## config.mk

```make
export PLATFORM = sky130hd
export DESIGN_NAME = alu_writeback_stage
export DESIGN_NICKNAME = d
export VERILOG_FILES = /design/src/rtl/alu_writeback_stage.sv
export SDC_FILE = /design/constraint.sdc
export NUM_CORES = 1
export LEC_CHECK = 0
export CELL_PAD_IN_SITES_DETAIL_PLACEMENT = 1
export CELL_PAD_IN_SITES_GLOBAL_PLACEMENT = 2
export CORE_MARGIN = 8
export CORE_UTILIZATION = 35
export DETAILED_ROUTE_END_ITERATION = 8
export HOLD_SLACK_MARGIN = 0.12
export PLACE_DENSITY_LB_ADDON = 0.1
export REMOVE_ABC_BUFFERS = 1
export SYNTH_ARGS = -nofsm -noshare
export SYNTH_HDL_FRONTEND = slang
export SYNTH_SLANG_ARGS = --single-unit
```

## constraint.sdc

```tcl
create_clock -name clk -period 11 [get_ports clk]
set_clock_uncertainty 0.05 [all_clocks]
set_input_delay 2.2 -clock clk [delete_from_list [all_inputs] [get_ports clk]]
set_output_delay 2.2 -clock clk [all_outputs]
set_load 0.05 [all_outputs]
```

## src/rtl/alu_writeback_stage.sv

```systemverilog
// ALU writeback stage: 2-entry in-order FIFO feeding register-file writeback,
// PSR merge on commit and branch condition evaluation. Optional: PSR_BYPASS_EN.
module alu_writeback_stage #(
  parameter int unsigned WIDTH   = 16,
  parameter int unsigned REGBITS = 4
) (
  input  logic               clk,
  input  logic               reset,
  input  logic               in_valid,
  output logic               in_ready,
  input  logic [WIDTH-1:0]   in_result,
  input  logic [7:0]         in_psr,
  input  logic [4:0]         in_flag_mask,
  input  logic [REGBITS-1:0] in_dst,
  input  logic               in_reg_we,
  output logic               out_valid,
  input  logic               out_ready,
  output logic [WIDTH-1:0]   out_result,
  output logic [REGBITS-1:0] out_dst,
  output logic               out_reg_we,
  output logic [7:0]         psr,
  input  logic [3:0]         cond,
  output logic               cond_true
);

  typedef enum logic [1:0] {
    OCC_EMPTY = 2'd0,
    OCC_ONE   = 2'd1,
    OCC_FULL  = 2'd2
  } occ_t;

  typedef struct packed {
    logic [WIDTH-1:0]   result;
    logic [REGBITS-1:0] dst;
    logic               we;
    logic [4:0]         flags;
    logic [4:0]         mask;
  } entry_t;

  occ_t       occ;
  entry_t     head;
  entry_t     tail;
  entry_t     in_entry;
  logic       in_ready_q;
  logic       out_valid_q;
  logic [4:0] psr_q;
  logic [4:0] psr_next;
  logic [4:0] cond_flags;
  logic       push;
  logic       pop;
  logic       unused_psr_hi;

  assign unused_psr_hi = ^in_psr[7:5];
  assign in_entry      = '{in_result, in_dst, in_reg_we, in_psr[4:0], in_flag_mask};

  assign push = in_valid & in_ready_q;
  assign pop  = out_valid_q & out_ready;

  always_comb begin
    psr_next = psr_q;
    if (pop) psr_next = (psr_q & ~head.mask) | (head.flags & head.mask);
  end

  // Head is a dedicated register so the outputs are clean after reset;
  // the tail slot only ever holds the younger of two buffered entries.
  always_ff @(posedge clk) begin
    if (reset) begin
      occ         <= OCC_EMPTY;
      in_ready_q  <= 1'b1;
      out_valid_q <= 1'b0;
      head        <= '0;
      psr_q       <= '0;
    end else begin
      psr_q <= psr_next;
      unique case (occ)
        OCC_EMPTY: begin
          if (push) begin
            head        <= in_entry;
            occ         <= OCC_ONE;
            out_valid_q <= 1'b1;
          end
        end
        OCC_ONE: begin
          if (push && pop) begin
            head <= in_entry;
          end else if (push) begin
            tail       <= in_entry;
            occ        <= OCC_FULL;
            in_ready_q <= 1'b0;
          end else if (pop) begin
            occ         <= OCC_EMPTY;
            out_valid_q <= 1'b0;
          end
        end
        OCC_FULL: begin
          if (pop) begin
            head       <= tail;
            occ        <= OCC_ONE;
            in_ready_q <= 1'b1;
          end
        end
        default: begin
          occ         <= OCC_EMPTY;
          in_ready_q  <= 1'b1;
          out_valid_q <= 1'b0;
        end
      endcase
    end
  end

  assign in_ready   = in_ready_q;
  assign out_valid  = out_valid_q;
  assign out_result = head.result;
  assign out_dst    = head.dst;
  assign out_reg_we = head.we;
  assign psr        = {3'b000, psr_q};

`ifdef PSR_BYPASS_EN
  assign cond_flags = psr_next;
`else
  assign cond_flags = psr_q;
`endif

  // Flag order in cond_flags: {Z, C, F, N, L}
  always_comb begin
    cond_true = 1'b0;
    unique case (cond)
      4'b0000: cond_true =  cond_flags[4];
      4'b0001: cond_true = ~cond_flags[4];
      4'b0010: cond_true =  cond_flags[3];
      4'b0011: cond_true = ~cond_flags[3];
      4'b0100: cond_true =  cond_flags[0];
      4'b0101: cond_true = ~cond_flags[0];
      4'b0110: cond_true =  cond_flags[1];
      4'b0111: cond_true = ~cond_flags[1];
      4'b1000: cond_true =  cond_flags[2];
      4'b1001: cond_true = ~cond_flags[2];
      4'b1010: cond_true = ~cond_flags[0] & ~cond_flags[4];
      4'b1011: cond_true =  cond_flags[0] |  cond_flags[4];
      4'b1100: cond_true = ~cond_flags[1] & ~cond_flags[4];
      4'b1101: cond_true =  cond_flags[1] |  cond_flags[4];
      4'b1110: cond_true = 1'b1;
      4'b1111: cond_true = 1'b0;
      default: cond_true = 1'b0;
    endcase
  end

endmodule

```

==> impl_metrics.yaml <==
drt:
  drtIter0Drc: 51
  route.detailed.drc: 0
  wirelength_um: 7920
  ant_nets: 0
  vias_per_cell: 5.29
  num_vias: 2297
  firstDrtPassIters: 4
  wl_per_cell_um: 18.3
hold_path:
  hold_class: "reg2reg"
synth:
  synth_seq_cells: 71
  synthArstFlopShare_pct: 0
  syn_area_per_cell_um2: 11.8
  ys.flop_type: "dfxtp_1"
  netlist_instances: 280
  yosysSeqAreaShare_pct: 52.5
  yosys_warnings: 0
  synth_edf_count: 31
  netlist_area_mm2: 0.00330
  synth_cell_types: 41
global_route:
  grt_max_degree: 42
  grt_pass1_wl_um: 12900
  overflow: 0
  grt_pass1_vias: 2501
  grt_antenna_before_repair: 0
  grtUsageTotal_pct: 12.8
layout:
  final_util_pct: 43.9
  antenna_cells: 0
  fin_nets: 361
  syn_to_final_growth_pct: 22.4
  drive_gt1_share_pct: 17.0
timing:
  rsz0062_at_grt: "no"
  tns_ns: 0
  drv_slew: 0
  max_slew_margin_pct: 32.0
  hold_violations: 0
  max_freq_mhz: 148
  finalCriticalPeriod_ns: 6.75
  worst_slew_pin_slew_ns: 1.02
  setup_viol: 0
  fin_crit_sh_pct: 61.4
worst_setup_path:
  max_stage_delay_ns: 0.84
  path_buf_inv: 2
  crit_chain: "clkdlybuf4s50_1 -> or3b_1 -> a21oi_1 -> o311ai_1 -> o2111ai_1 -> clkdlybuf4s50_1"
  cp_slowest_cell: "clkdlybuf4s50_1"
  cp.arrival_ns: 4.50
  critPathKind: "in2out"
  cp_top_family: "buffers and inverters"
  setup.worst_path.end_class: "primary output"
  crit_path_max_fanout: 12
  cp.required_ns: 8.75
  start_kind: "primary input"
  cpMostUsedCell: "clkdlybuf4s50_1"
cts:
  h-tree-depth: 3
  cts_hold_buf: 0
  post-cts-setup-buffers: 0
  cts_buffers: 9
  cts_buffer_depth: 2
  clk_pin_slew_ns: 0.06
  cts.repair.resized: 0
  root_buffer: "clkbuf_8"
  clkLatencyLatePin_ns: 0.34
  cts.sinks: 71
  cts_tree: "done"
place:
  port-buffer-count: 67
  dp_hpwl_um: 5050
  gp_congestion: 0.690
floorplan:
  die_h_um: 113
  num_rows: 35
  ios: 74
  die_w_um: 113
  core_area_mm2: 0.00920
  initial_core_util_pct: 35.9
  dieArea_mm2: 0.0128
job:
  cap_violations: 0
status:
  outcome: "finished clean"
power:
  power.total_uw: 685
  power.leakage_nw: 1.27
  peakVddDrop_v: 0.0000695
  power.density_mw_per_mm2: 170
-- cell usage in the layout, fill, tap and decap left out, drive strengths merged, types with 2 or more instances in the layout --
| master | Yosys | layout |
|---|---|---|
| clkdlybuf4s50 | 0 | 66 |
| dfxtp | 40 | 40 |
| nor3 | 34 | 34 |
| a211oi | 32 | 32 |
| mux2i | 31 | 31 |
| edfxtp | 31 | 31 |
| nand2 | 15 | 15 |
| clkbuf | 8 | 11 |
| a21oi | 10 | 10 |
| nand3 | 8 | 8 |
| buf | 37 | 5 |
| nand2b | 3 | 3 |
| o21ai | 3 | 3 |
| conb | 1 | 3 |
| nor2 | 3 | 3 |
| inv | 2 | 2 |
| o32ai | 2 | 2 |
| o21bai | 2 | 2 |
| clkinv | 0 | 2 |
| nand3b | 2 | 2 |
-- cells in the mapped netlist (2+ instances only) --
| cell | count | share of area [%] |
|---|---|---|
| a211oi_1 | 2 | 0.45 |
| nand3_1 | 8 | 1.2 |
| buf_6 | 4 | 1.4 |
| o21bai_1 | 2 | 0.45 |
| a211oi_2 | 30 | 11 |
| o32ai_1 | 2 | 0.53 |
| buf_1 | 2 | 0.23 |
| nand2b_1 | 3 | 0.57 |
| buf_4 | 24 | 5.5 |
| edfxtp_1 | 31 | 28 |
| buf_2 | 7 | 1.1 |
| clkbuf_4 | 2 | 0.45 |
| o21ai_0 | 3 | 0.45 |
| a21oi_1 | 9 | 1.4 |
| mux2i_1 | 31 | 9.4 |
| dfxtp_1 | 40 | 24 |
| nor2_1 | 3 | 0.34 |
| nor3_1 | 34 | 5.2 |
| clkbuf_1 | 6 | 0.68 |
| inv_1 | 2 | 0.23 |
| nand2_1 | 15 | 1.7 |
-- state kept, by name, indices dropped and copies added, names as in the netlist, named ones only --
name and count:
tail 31, in_ready 1, occ 2, out_reg_we 1
out_dst 4, out_valid 1, head 10, out_result 16
-- worst min-delay path, cell delays in order (launching register included) --
cell     delay [ns]
dfxtp_1        0.31
nand3_1        0.06
a21oi_1        0.05
-- kinds of logic after synthesis --
family / count (synthesis) / synth area share (%)
simple gates: 72 / 11.1
xor+xnor: 2 / 0.531
compound gates: 55 / 16.6
mux: 32 / 9.74
flops: 71 / 52.5
other cells: 1 / 0.114
buf+inv: 47 / 9.48
-- power breakdown --
group          switching (mW)  internal, mW
combinational           0.110        0.0667
clock                  0.0935         0.103
sequential             0.0141         0.297
-- routing by layer --
metal / global-route usage [%] / part of all wire (%)
met1: 14.9 / 45
met4: 5.86 / 1.5
met2: 20.4 / 46
met3: 4.90 / 7.1
met5: 0 / 0
-- final cells by class --
type,count,area [um2]
clock buffer,11,131
timing repair buffer,71,696
clock inverter,4,47.5
inverter,2,7.51
tap,111,139
sequential,71,1730
multi-input combinational,164,1290
fill,979,5160
-- final timing paths --
path	start	endpoint	slack, ns	cells after the start
worst max-delay path	cond[3]	cond_true	4.25	6
worst min-delay path	head[6]$_SDFFE_PP0P_	register	0.42	2
worst max register to register	occ[1]$_SDFFE_PP0P_	out_result[9]$_SDFFE_PP0P_	8.17	4
worst min register to register	head[6]$_SDFFE_PP0P_	register	0.42	2
-- metrics by stage --
step | hold WS [ns] | cells | worst slack [ns] | instance area [um2]
6_report | 0.422 | 434 | 4.25 | 4040
5_1_grt | 0.442 | 434 | 4.06 | 4040
4_1_cts | 0.425 | 434 | 4.22 | 4040
3_5_place_dp | 0.414 | 419 | 4.22 | 3860
3_3_place_gp | 0.407 | 419 | 4.23 | 3860
2_1_floorplan | 0.388 | 237 | 5.39 | 3000
(Power assumes the default switching activity.)
